[config.mk]
export PLATFORM = sky130hd
export DESIGN_NAME = shift_reg
export DESIGN_NICKNAME = d
export VERILOG_FILES = /design/src/rtl/shift_reg.sv
export SDC_FILE = /design/constraint.sdc
export NUM_CORES = 1
export LEC_CHECK = 0
export BUFFER_PORTS_ARGS = -buffer_cell sky130_fd_sc_hd__buf_4
export CORE_AREA = 2 2 39 41
export CTS_CLUSTER_SIZE = 24
export DETAILED_ROUTE_END_ITERATION = 10
export DIE_AREA = 0 0 41 43
export PLACE_DENSITY_LB_ADDON = 0.08
export SYNTH_ARGS = -nofsm -noshare
export SYNTH_HDL_FRONTEND = slang
export SYNTH_SLANG_ARGS = --single-unit
[constraint.sdc]
create_clock -name clk -period 1 [get_ports clk]
set_input_delay 0.3 -clock clk [delete_from_list [all_inputs] [get_ports clk]]
set_output_delay 0.3 -clock clk [all_outputs]
set_load 0.01 [all_outputs]
[src/rtl/shift_reg.sv]
// -----------------------------------------------------------------------------
// shift_reg
//
// Serial-in / parallel-out shift register that also has a serial output.
// Each enabled clock captures one data_in bit at the LSB. The full word is
// presented on data_out. The oldest bit (MSB) is presented on serial_out so
// that further registers can be daisy-chained. The block serves as a generic
// deserialiser or delay line.
//
// Parameters
//   WIDTH       number of register stages (>= 2), default 8
//
// Ports
//   clk         input   1      rising-edge clock
//   rst_n       input   1      asynchronous active-low reset, clears contents
//   shift_en    input   1      1 = shift this cycle, 0 = hold contents
//   data_in     input   1      serial input bit, sampled when shift_en=1
//   data_out    output  WIDTH  parallel register contents
//   serial_out  output  1      oldest bit, always data_out[WIDTH-1]
//
// Both outputs come straight from the storage flops. There is no
// combinational path from data_in or shift_en to either output.
// -----------------------------------------------------------------------------
module shift_reg #(
    parameter int WIDTH = 8
) (
    input  logic             clk,
    input  logic             rst_n,
    input  logic             shift_en,
    input  logic             data_in,
    output logic [WIDTH-1:0] data_out,
    output logic             serial_out
);

    logic [WIDTH-1:0] q;

    // Reset clears the register immediately. shift_en is an ordinary
    // synchronous enable and does not gate the clock. An X on data_in is
    // shifted in unchanged.
    always_ff @(posedge clk or negedge rst_n) begin
        if (!rst_n) begin
            q <= '0;
        end else if (shift_en) begin
            q <= {q[WIDTH-2:0], data_in};
        end
    end

    assign data_out   = q;
    assign serial_out = q[WIDTH-1];

endmodule

==> results_dict.tcl <==
set metrics [dict create \
    cp_slowest_cell "dfrtp_1" \
    antenna_found_initial 0 \
    pre_cts_slack_ns 0.08452 \
    cts_sinks 8 \
    r2r_slack_ns 0 \
    final-hold-violation-count 0 \
    die_h_um 43 \
    crit_path_end_kind "primary output" \
    slew_headroom 0.8999 \
    hold-path-endpoint "data_out[0]" \
    synth_area_leaders "dfrtp_1 59%, mux2_4 35%, buf_6 3.3%" \
    synth-seq-cells 8 \
    pin_count 13 \
    grt_pass1_vias 240 \
    initial_core_util 0.2450 \
    synth_area_um2 339.1 \
    routedWlPerCell_um 10.91 \
    finClkSkew_ns 0.003508 \
    cp-start-kind "flip-flop" \
    clkLatencyLatePin_ns 0.25 \
    final.setup.tns_ns -0.5669 \
    rows 14 \
    synth_top_area_frac 0.5904 \
    layout_common_cells "11 x buf_4, 11 x buf_6, 8 x mux2_4, 8 x dfrtp_1, 3 x clkbuf_4" \
    required_ns 0.70 \
    grt_usage 0.08283 \
    max_stage_delay_ns 0.40 \
    rsz0062_at_grt "yes" \
    holdWs_ns 0.2886 \
    synth.distinct_cells 4 \
    cp_num_buf_inv 1 \
    n_antenna_cell 0 \
    nNetsFinal 48 \
    antenna_left 0 \
    fmax_mhz 926.3 \
    via_per_inst 4.000 \
    r2r-end "data_out[2]" \
    first_pass_iters 2 \
    die_x_um 41 \
    cts_tree "done" \
    cpLargestDelayFamily "flip-flops" \
    hold_path_depth 2 \
    postSynthNetCount 22 \
    min_period_over_period 1.080 \
    synthCells 18 \
    largest_register_ffs 8 \
    reg2regPathDepth 3 \
    grt_start_max_net_pins 9 \
    power_w 0.001305 \
    rr_startpoint "data_out[2]" \
    gr-total-overflow 0 \
    root_buffer "clkbuf_4" \
    max_cap_viol_count 0 \
    finalMaxSlewViolations 0 \
    layout_setup_ws_ns -0.07956 \
    comb_power_share 0.455 \
    p_switching_w 0.0003357 \
    coreArea_um2 1384 \
    sw_frac_of_total 0.2572 \
    p_leak_nw 0.2981 \
    hold_class "in -> reg" \
    place_inst 44 \
    critPathMaxFanout 2 \
    vias 232 \
    clockBufferDepth 2 \
    areaGrowthSynthToFinish_pct 70.85 \
    dieArea_um2 1763 \
    status "finished, violations left" \
    cts_buffers 3 \
    clkPwrFrac 0.182 \
    grt_pass1_wl_um 938 \
    finalWirelength_um 633 \
    numPortBuffers 12 \
    ys_seq_area_frac 0.5904 \
    fin_crit_ns 1.080 \
    p_per_area_nw_per_um2 2253 \
    avgSynthCellArea_um2 18.84 \
    fin_cells 58 \
    drc 0 \
    ys_warn_count 0 \
    htreeDepth 1 \
    hp-start "data_in" \
    gp_congestion 0.5859 \
    vdd_drop_max_mv 0.6698 \
    worst_ep_arrival_time_ns 0.78 \
    finalSetupViolCount 9 \
    tightest_slew_ns 0.1502 \
    first_iter_violations 2 \
    violations "setup timing" \
    synth_top_area_cell "dfrtp_1" \
    drive_above_1_share 0.7857 \
    crit_type "reg -> out" \
    p_int_w 0.0009693 \
    seq_power_share 0.364 \
    path_clk_slew_ns 0.05 \
    path_cells "buf_6" \
]
## per-layer routing
metal | up-vias | part of all wire | GRT usage
met5 | - | 0 | 0
met4 | 0 | 0 | 0.06000
met3 | 0 | 0.093 | 0.03665
met2 | 11 | 0.50 | 0.1125
met1 | 113 | 0.41 | 0.09836
li1 | 108 | - | -
## area by class of cell
| type | instances | area (um^2) |
|---|---|---|
| sequential | 8 | 200.2 |
| tap | 16 | 20.02 |
| fill | 140 | 804.5 |
| multi-input combinational | 8 | 120.1 |
| timing repair buffer | 23 | 216.5 |
| clock buffer | 3 | 22.52 |
## metrics by stage
step             util  cell area (um^2)
2_1_floorplan       -             339.1
3_3_place_gp   0.3110             430.4
3_5_place_dp   0.3110             430.4
4_1_cts        0.3969             549.3
5_1_grt        0.4186             579.3
6_report       0.4186             579.3
## cell usage after synthesis, drive strengths merged
library cell	count
buf	2
dfrtp	8
mux2	8
## how the worst max path moves through the flow
stage                  end         from  slack, ns  depth (start not counted)
2_1_floorplan  data_out[7]  data_out[7]       0.15                          1
4_1_cts         serial_out  data_out[7]      -0.09                          1
5_1_grt         serial_out  data_out[7]      -0.12                          1
6_report       data_out[2]  data_out[2]      -0.08                          1
3_5_place_dp   data_out[3]     shift_en       0.08                          2
3_3_place_gp   data_out[1]     shift_en       0.09                          2
## power by group through the flow
| stage | combinational, W | sequential, W | clock, W |
|---|---|---|---|
| 4_1_cts | 0.000567 | 0.000472 | 0.000254 |
| 6_report | 0.000593 | 0.000474 | 0.000237 |
| 5_1_grt | 0.000633 | 0.000484 | 0.000276 |
| 3_3_place_gp | 0.000373 | 0.000487 | 0 |
| 3_5_place_dp | 0.000373 | 0.000491 | 0 |
| 2_1_floorplan | 0.000175 | 0.000518 | 0 |
## what timing repair did
item | 4_1_cts | 5_1_grt
gates cloned | 0 | 0
endpoints found under the hold margin | 8 | 0
endpoints found under the setup margin | 9 | 9
buffers inserted | 8 | 2
resized for setup | 7 | 4
hold buffers | 1 | 0
## kinds of logic after synthesis
kind of cell,Yosys count,synth area share
buffers and inverters,2,0.05536
muxes,8,0.3543
DFF,8,0.5904
Note: power is estimated with default switching activity, not from simulation.
